`config.mk`:
```
export PLATFORM = sky130hd
export DESIGN_NAME = lsu_ctrl
export DESIGN_NICKNAME = d
export VERILOG_FILES = /design/src/rtl/lsu_ctrl.sv
export SDC_FILE = /design/constraint.sdc
export NUM_CORES = 1
export LEC_CHECK = 0
export ABC_CLOCK_PERIOD_IN_PS = 4700
export BUFFER_PORTS_ARGS = -buffer_cell sky130_fd_sc_hd__buf_4
export CORE_MARGIN = 8
export CORE_UTILIZATION = 33
export CTS_BUF_LIST = sky130_fd_sc_hd__clkbuf_8 sky130_fd_sc_hd__clkbuf_16
export DETAILED_ROUTE_END_ITERATION = 10
export GPL_ROUTABILITY_DRIVEN = 0
export PLACE_DENSITY_LB_ADDON = 0.15
export SYNTH_ARGS = -nofsm -noshare
export SYNTH_HDL_FRONTEND = slang
export SYNTH_SLANG_ARGS = --single-unit
```
`constraint.sdc`:
```
create_clock -name clk -period 4.7 [get_ports clk]
set_clock_uncertainty 0.05 [all_clocks]
set_input_delay 1.41 -clock clk [delete_from_list [all_inputs] [get_ports clk]]
set_output_delay 1.41 -clock clk [all_outputs]
set_load 0.02 [all_outputs]
```
`src/rtl/lsu_ctrl.sv`:
```
// Load/store unit controller: one outstanding access, byte-lane alignment, sign extension, bus timeout.
// Optional LSU_MISALIGN_SPLIT_EN runs word-crossing misaligned accesses as two bus beats.
module lsu_ctrl #(
  parameter int DATA_W         = 32,
  parameter int ADDR_W         = 32,
  parameter int TIMEOUT_CYCLES = 255
) (
  input  logic                clk,
  input  logic                rst,
  input  logic                req_valid,
  output logic                req_ready,
  input  logic                req_we,
  input  logic [1:0]          req_size,
  input  logic                req_unsigned,
  input  logic [ADDR_W-1:0]   req_addr,
  input  logic [DATA_W-1:0]   req_wdata,
  output logic                rsp_valid,
  output logic [DATA_W-1:0]   rsp_rdata,
  output logic                rsp_err,
  output logic                mem_req,
  input  logic                mem_gnt,
  output logic                mem_we,
  output logic [ADDR_W-1:0]   mem_addr,
  output logic [DATA_W/8-1:0] mem_be,
  output logic [DATA_W-1:0]   mem_wdata,
  input  logic                mem_rvalid,
  input  logic [DATA_W-1:0]   mem_rdata,
  input  logic                mem_err
);
  localparam int BE_W  = DATA_W / 8;
  localparam int OFF_W = $clog2(BE_W);
  localparam int IDX_W = $clog2(DATA_W);
  localparam int CNT_W = (TIMEOUT_CYCLES > 0) ? $clog2(TIMEOUT_CYCLES + 1) : 1;

  typedef enum logic [1:0] {IDLE, REQ, WAIT, RESP} state_e;

  state_e                state_q, state_d;
  logic                  we_q, we_d;
  logic [1:0]            size_q, size_d;
  logic                  uns_q, uns_d;
  logic [ADDR_W-1:0]     addr_q, addr_d;
  logic [DATA_W-1:0]     wdata_q, wdata_d;
  logic [2*DATA_W-1:0]   rdata_q, rdata_d;
  logic                  err_q, err_d;
  logic                  beat_q, beat_d;
  logic                  split_q, split_d;
  logic [CNT_W-1:0]      cnt_q, cnt_d;

  logic req_illegal;
  logic req_split;
  logic size_bad;
  assign size_bad = (DATA_W == 32) && (req_size == 2'd3);

`ifdef LSU_MISALIGN_SPLIT_EN
  logic [OFF_W-1:0] req_off;
  assign req_off     = req_addr[OFF_W-1:0];
  assign req_illegal = size_bad;
  assign req_split   = (int'(req_off) + (1 << req_size)) > BE_W;
`else
  logic [2:0] align_mask;
  always_comb begin
    align_mask = 3'b111;
    case (req_size)
      2'd0: align_mask = 3'b000;
      2'd1: align_mask = 3'b001;
      2'd2: align_mask = 3'b011;
      default: align_mask = 3'b111;
    endcase
  end
  assign req_illegal = size_bad || (|(req_addr[2:0] & align_mask));
  assign req_split   = 1'b0;
`endif

  // Lanes are built over a double-width window so the second beat of a split takes the upper half.
  logic [OFF_W-1:0]    off;
  logic [7:0]          nb_mask;
  logic [2*BE_W-1:0]   be_full;
  logic [2*DATA_W-1:0] wdata_full;
  logic [ADDR_W-1:0]   base_addr;
  logic                in_req;

  assign off = addr_q[OFF_W-1:0];
  always_comb begin
    nb_mask = 8'hFF;
    case (size_q)
      2'd0: nb_mask = 8'h01;
      2'd1: nb_mask = 8'h03;
      2'd2: nb_mask = 8'h0F;
      default: nb_mask = 8'hFF;
    endcase
  end
  assign be_full    = (2*BE_W)'(nb_mask) << off;
  assign wdata_full = {{DATA_W{1'b0}}, wdata_q} << {off, 3'b000};
  assign base_addr  = {addr_q[ADDR_W-1:OFF_W], {OFF_W{1'b0}}};
  assign in_req     = (state_q == REQ);

  assign mem_req   = in_req;
  assign mem_we    = in_req & we_q;
  assign mem_addr  = in_req ? (base_addr + (beat_q ? ADDR_W'(BE_W) : '0)) : '0;
  assign mem_be    = in_req ? (beat_q ? be_full[2*BE_W-1:BE_W] : be_full[BE_W-1:0]) : '0;
  assign mem_wdata = in_req ? (beat_q ? wdata_full[2*DATA_W-1:DATA_W] : wdata_full[DATA_W-1:0]) : '0;

  logic [DATA_W-1:0] load_lo;
  logic [DATA_W-1:0] load_ext;
  logic [3:0]        nbytes;
  logic [IDX_W-1:0]  sign_idx;
  logic              fill;

  assign load_lo  = DATA_W'(rdata_q >> {off, 3'b000});
  assign nbytes   = 4'd1 << size_q;
  assign sign_idx = IDX_W'((8 << size_q) - 1);
  assign fill     = ~uns_q & load_lo[sign_idx];

  genvar gi;
  generate
    for (gi = 0; gi < BE_W; gi++) begin : g_lane
      assign load_ext[8*gi +: 8] = (4'(gi) < nbytes) ? load_lo[8*gi +: 8] : {8{fill}};
    end
  endgenerate

  assign req_ready = (state_q == IDLE);
  assign rsp_valid = (state_q == RESP);
  assign rsp_err   = rsp_valid & err_q;
  assign rsp_rdata = (rsp_valid && !we_q) ? load_ext : '0;

  logic timeout_hit;
  assign timeout_hit = (TIMEOUT_CYCLES != 0) &&
                       (({1'b0, cnt_q} + 1'b1) == (CNT_W+1)'(TIMEOUT_CYCLES));

  always_comb begin
    state_d = state_q;
    we_d    = we_q;
    size_d  = size_q;
    uns_d   = uns_q;
    addr_d  = addr_q;
    wdata_d = wdata_q;
    rdata_d = rdata_q;
    err_d   = err_q;
    beat_d  = beat_q;
    split_d = split_q;
    cnt_d   = cnt_q;
    case (state_q)
      IDLE: begin
        if (req_valid) begin
          we_d    = req_we;
          size_d  = req_size;
          uns_d   = req_unsigned;
          addr_d  = req_addr;
          wdata_d = req_wdata;
          rdata_d = '0;
          beat_d  = 1'b0;
          split_d = req_split;
          cnt_d   = '0;
          err_d   = req_illegal;
          state_d = req_illegal ? RESP : REQ;
        end
      end
      REQ: begin
        if (mem_gnt) begin
          cnt_d   = '0;
          state_d = WAIT;
        end else if (timeout_hit) begin
          err_d   = 1'b1;
          state_d = RESP;
        end else begin
          cnt_d = cnt_q + 1'b1;
        end
      end
      WAIT: begin
        if (mem_rvalid) begin
          err_d = err_q | mem_err;
          if (beat_q) rdata_d[2*DATA_W-1:DATA_W] = mem_rdata;
          else        rdata_d[DATA_W-1:0]        = mem_rdata;
          if (split_q && !beat_q) begin
            beat_d  = 1'b1;
            cnt_d   = '0;
            state_d = REQ;
          end else begin
            state_d = RESP;
          end
        end else if (timeout_hit) begin
          err_d   = 1'b1;
          state_d = RESP;
        end else begin
          cnt_d = cnt_q + 1'b1;
        end
      end
      RESP: state_d = IDLE;
      default: state_d = IDLE;
    endcase
  end

  always_ff @(posedge clk) begin
    if (rst) begin
      state_q <= IDLE;
      we_q    <= 1'b0;
      size_q  <= '0;
      uns_q   <= 1'b0;
      addr_q  <= '0;
      wdata_q <= '0;
      rdata_q <= '0;
      err_q   <= 1'b0;
      beat_q  <= 1'b0;
      split_q <= 1'b0;
      cnt_q   <= '0;
    end else begin
      state_q <= state_d;
      we_q    <= we_d;
      size_q  <= size_d;
      uns_q   <= uns_d;
      addr_q  <= addr_d;
      wdata_q <= wdata_d;
      rdata_q <= rdata_d;
      err_q   <= err_d;
      beat_q  <= beat_d;
      split_q <= split_d;
      cnt_q   <= cnt_d;
    end
  end
endmodule

```
# Yosys cells after proc, flatten, opt, wreduce, memory -nomap -nowiden
# Cells that the tools add are included.
# classes
add_sub_neg,4
bitwise_logic,7
order_cmp,5
shifts,5
n_mux,38
n_reduce_logical,15
n_eq_ne,15
# ops
cell,n
32-bit 2-to-1 mux,6
64-bit 2-to-1 mux,2
64-bit case mux with 2 select lines,1
8-bit 2-to-1 mux,8
32-bit by 5-bit left shift with 64-bit output,1
64-bit by 5-bit >> shifter with 32-bit output,1
8-bit case mux with 3 select lines,2
32-bit by 3-bit adder with 32-bit output,1
"2-bit != test, second input constant",6
4-bit AND reduction,3
"2-bit == test, second input constant",5
2-bit 2-to-1 mux,5
"8-bit by 1-bit adder with 9-bit output, second input constant",1
"9-bit by 8-bit == test with 1-bit output, second input constant",1
3-bit case mux with 3 select lines,1
"8-bit by 1-bit adder with 8-bit output, second input constant",1
"1-bit by 4-bit less-than comparator with 1-bit output, first input constant",2
"2-bit by 4-bit less-than comparator with 1-bit output, first input constant",2
4-bit 2-to-1 mux,2
2-bit case mux with 4 select lines,1
8-bit by 2-bit left shift with 8-bit output,1
1-bit 2-to-1 mux,7
"2-bit by 1-bit == test with 1-bit output, second input constant",3
2-bit logical NOT,3
other kinds (19),23
# totals
word_cells,100
input_bits,106
ff_bits,144
out_inout_bits,105

# Logic depth before layout (Yosys ltp)
# logic_depth
ltp_word,8
depth_mapped,9
depth_no_buf,7

# Worst setup path after synthesis
# OpenSTA, ideal clock, no wires.
# synth_timing
path_kind,reg2out
from,register size_q[0]
to,output port rsp_rdata[10]
path_stages_with_launch,9
arrival_time_ps,1950
slack_ps,1290
t_required_ps,3240
cell_sequence,dfxtp_1 -> or2_2 -> clkbuf_1 -> ha_1 -> nor2_1 -> a21oi_1 -> nor2_1 -> a31oi_1 -> a21oi_1
# synth_between
elab_chain_cells,7
elab_cells_between_ends,9
cone_classes,add/sub: 1; order compare: 1; shift: 2; mux: 4; bitwise: 1
# synth_rtl
element,line_no,source
"start, declared",39,"logic [1:0] size_q, size_d;"
"start signal, assigned",209,size_q <= size_d;
4-bit by 2-bit left shift with 5-bit output,111,assign sign_idx = IDX_W'((8 << size_q) - 1);
5-bit by 2-bit subtractor with 5-bit output,111,
1-bit binary-select mux with 5-bit select,112,assign fill = ~uns_q & load_lo[sign_idx];
1-bit 2-to-1 mux (implied by the code),112,
1-bit bitwise AND,112,
8-bit 2-to-1 mux (*),117,assign load_ext[8*gi +: 8] = (4'(gi) < nbytes) ? load_lo[8*gi +: 8] : {8{fill}};
32-bit 2-to-1 mux (*),124,assign rsp_rdata = (rsp_valid && !we_q) ? load_ext : '0;
"end, declared",18,"output logic [DATA_W-1:0] rsp_rdata,"
# Every way passes the cells marked *; elsewhere a longest branch is shown, timed or not. The select of a mux whose other input is x is not followed.

# Final worst setup path
# layout_timing
from,register addr_q[1]
to,output port rsp_rdata[15]
# layout_between
elab_chain_cells,6
# layout_rtl
element,line_no,source
"start, declared",41,"logic [ADDR_W-1:0] addr_q, addr_d;"
"start signal, assigned",211,addr_q <= addr_d;
64-bit by 5-bit >> shifter with 32-bit output (*),109,"assign load_lo = DATA_W'(rdata_q >> {off, 3'b000});"
1-bit binary-select mux with 5-bit select,112,
1-bit 2-to-1 mux (implied by the code),112,
1-bit bitwise AND,112,
8-bit 2-to-1 mux (*),117,
32-bit 2-to-1 mux (*),124,
# Marks and branches as above.

==> run metrics <==
status=complete, no violations; H-tree levels=4; final net count=1191; post-route ant nets=0; Critical Path Start=addr_q[1]$_SDFFE_PP0P_; Final Max Slew Viols=0; vias in the first global route=6625; CP Class=reg -> out; final period utilization=93.9%; Hold WS=0.398 ns; busiest grt layer=met2; Root Driver=clkbuf_16; Core ar.=0.0210 mm2; Async S/R FF share, synth=0%; largest family of logic cells by synthesized area=simple AND/OR/NAND/NOR gates; relative slew slack=31.7%; Die Wd=162 um; per-cell routed wire length=17.0 um; drt total wl=23200 um; Compound-Gate Fraction of Synth Area=17.9%; Avg Synthesized Cell Area=7.72 um2; setup TNS=0 ns; grt met2 use=27.3%; Mapped Cells=913; Tot Pwr=4210 uW; Longest Clk Path Bufs=2; Worst-Skew Late Latency=0.42 ns; Area Growth Syn to Fin=33.1%; post-synthesis cell area=0.00705 mm2; Vias/cell=4.94; FF/Latch Area=0.00271 mm2; Multi-input gate area=0.00400 mm2; post-CTS resize count=0; residual DRC count=0; via count=6742; FF-to-FF Start=state_q[0]$_SDFFE_PP0P_; Crit path required time=3.24 ns; Die Y=162 um; number of buffers created by CTS=17; Die ar.=0.0263 mm2; Cell variety after synth=60; Seq/Total Area, Yosys=38.3%; dpl hpwl=16700 um; yosys synthesis warning count=0; Final min period=4.41 ns; PwrDens=449 mW/mm2; most frequent cell after synthesis=nand2_1; Reg2Reg Depth=8; io pins=211; Hold-fix buffers, CTS=0; register bit total from synthesis=135; GRT met3 Usage=7.09%; Critical Path Fanout Max=39; Max-Cap Viols=0; Critical Path End Type=output port; Critical Path Sink=rsp_rdata[15]; Area contributors post-synth=dfxtp_1, nand2_1, a21oi_1, and2_1, mux2i_1; first-pass GRT wire length=36200 um; met1 GRT Util=21.2%; grt total ovfl=0; Total GRT Usage=17.4%; CTS tree=built; DRT Pass-1 Iters=5; Synth top cells by count=nand2_1, dfxtp_1, a21oi_1; RSZ-0062 raised after global routing=no; CP startpoint kind=register; Sink Count=135; row cnt=53; actual transition at the worst max-transition pin=1.02 ns; HP Class=reg -> reg; multiplexer area fraction after synthesis=11.0%; Post-Synth Adder-Cell Area=1.42%; simple-gate share of the synthesized area=26.1%; Setup violations, final=0; xor/xnor share of the synthesized area=0.124%; ys flop type=dfxtp_1; FF-to-FF End=cnt_q[6]$_SDFFE_PP0P_; placed cell area=0.00873 mm2; Port Buffers=208; Design Area, Final=0.00938 mm2; Post-Place Cells=1333; f_max=0.227 GHz; final hold vios=0; # fillers=2135; layout cells sized above 1=27.1%; EDFF count, synth=0; Arr. time, crit path=2.95 ns; Reg clk slew, reported paths=0.06 ns; top cell type's share of synthesized area=38.3%; fin cells=1366; largest net degree at the start of global routing=76; initial antenna violation count=1; Leak Pwr=0.00398 uW; reg2reg setup slack=2.12 ns; Iteration-0 DRC Markers=402; Worst VDD drop=0.303 mV; Starting Density=33.5%; dominant cell type by area after synthesis=dfxtp_1; Post-CTS Repair Setup Buffers=0
## sequential cells by signal, summed over array words and instances (netlist names)
register,count
addr_q,32
uns_q,1
size_q,2
we_q,1
err_q,1
wdata_q,32
rdata_q,56
cnt_q,8
state_q,2
## cells in the final DEF, fill, tap and decap left out, types with 2 or more instances in the layout
cell type  Yosys  layout
a2111o_1       2       2
a211o_1        2       2
a211oi_1       5       5
a21oi_1      129     129
a22oi_1        2       2
a311oi_1       2       2
a31oi_1        2       2
and2_1        74      73
buf_4          2     219
bufinv_16      0       4
clkbuf_16      0      18
clkbuf_8       0       2
clkinv_2       0       3
conb_1         1       2
dfxtp_1      135     133
dfxtp_4        0       2
ha_1           8       7
inv_1         10      11
mux2_2        23      23
mux2i_1       40      40
mux4_2         5       5
nand2_1      209     208
nand2b_1       5       5
nand3_1       38      38
nand3b_1       2       2
nand4_1        3       3
nor2_1        39      39
nor2b_1        5       5
nor3_1         4       4
o211a_1        9       9
o211ai_1       2       2
o21a_1         3       3
o21ai_0       26      26
o21ai_1       24      24
o311ai_0       2       2
or2_2          2       2
or3_1          2       2
## critical path, cell delays in order, from the launching register on
cell	delay (ns)
dfxtp_4	0.73
mux4_2	0.61
a21oi_1	0.16
nor2_1	0.06
a31oi_1	0.61
nor2_1	0.15
buf_4	0.21
## through the flow
step | worst slack, ns | utilization, %
after CTS | 0.325 | 44.6
after global placement | 0.788 | 41.5
after detailed placement | 0.783 | 41.5
final | 0.286 | 44.6
after floorplan | 1.29 | -
after global routing | 0.0803 | 44.6
## kinds of logic (layout without fill, tap and decap cells)
group | after synthesis | in the layout
adder cells (fa/ha/maj) | 8 | 8
AND/OR/NAND/NOR | 394 | 394
other | 1 | 3
multiplexers | 68 | 68
buffers and inverters | 85 | 261
XOR/XNOR | 1 | 1
AO/OA/AOI/OAI | 221 | 221
flip-flops | 135 | 135
## power by group
part	internal, uW	switching (uW)
logic	468	858
registers	1280	130
clock network	946	529
## cell type report
type / instances / share of cell area, %
multi-input cells: 694 / 42.6
clock inverters: 12 / 1.81
inverters: 10 / 0.400
diodes: 1 / 0.0267
well taps: 275 / 3.67
clock buffers: 20 / 5.09
flip-flops and latches: 135 / 28.9
repair buffers: 219 / 17.5
## worst min-delay path by stage
stage / from / endpoint / slack (ns) / depth (start not counted)
global route: rdata_q[41]$_SDFFE_PP0P_ / rdata_q[41]$_SDFFE_PP0P_ / 0.41 / 1
global placement: addr_q[24]$_SDFFE_PP0P_ / addr_q[24]$_SDFFE_PP0P_ / 0.39 / 2
floorplan: rdata_q[40]$_SDFFE_PP0P_ / rdata_q[40]$_SDFFE_PP0P_ / 0.37 / 1
finish: addr_q[7]$_SDFFE_PP0P_ / addr_q[7]$_SDFFE_PP0P_ / 0.40 / 2
detailed placement: rdata_q[41]$_SDFFE_PP0P_ / rdata_q[41]$_SDFFE_PP0P_ / 0.39 / 1
CTS: addr_q[7]$_SDFFE_PP0P_ / addr_q[7]$_SDFFE_PP0P_ / 0.40 / 2
## metal layers
layer | part of all wire (%) | routed length, um | vias up
li1 | - | - | 3435
met1 | 44 | 10100 | 3067
met2 | 45 | 10500 | 213
met3 | 9.1 | 2100 | 25
met4 | 1.7 | 395 | 2
met5 | 0.056 | 13 | -
(Power assumes the default switching activity.)
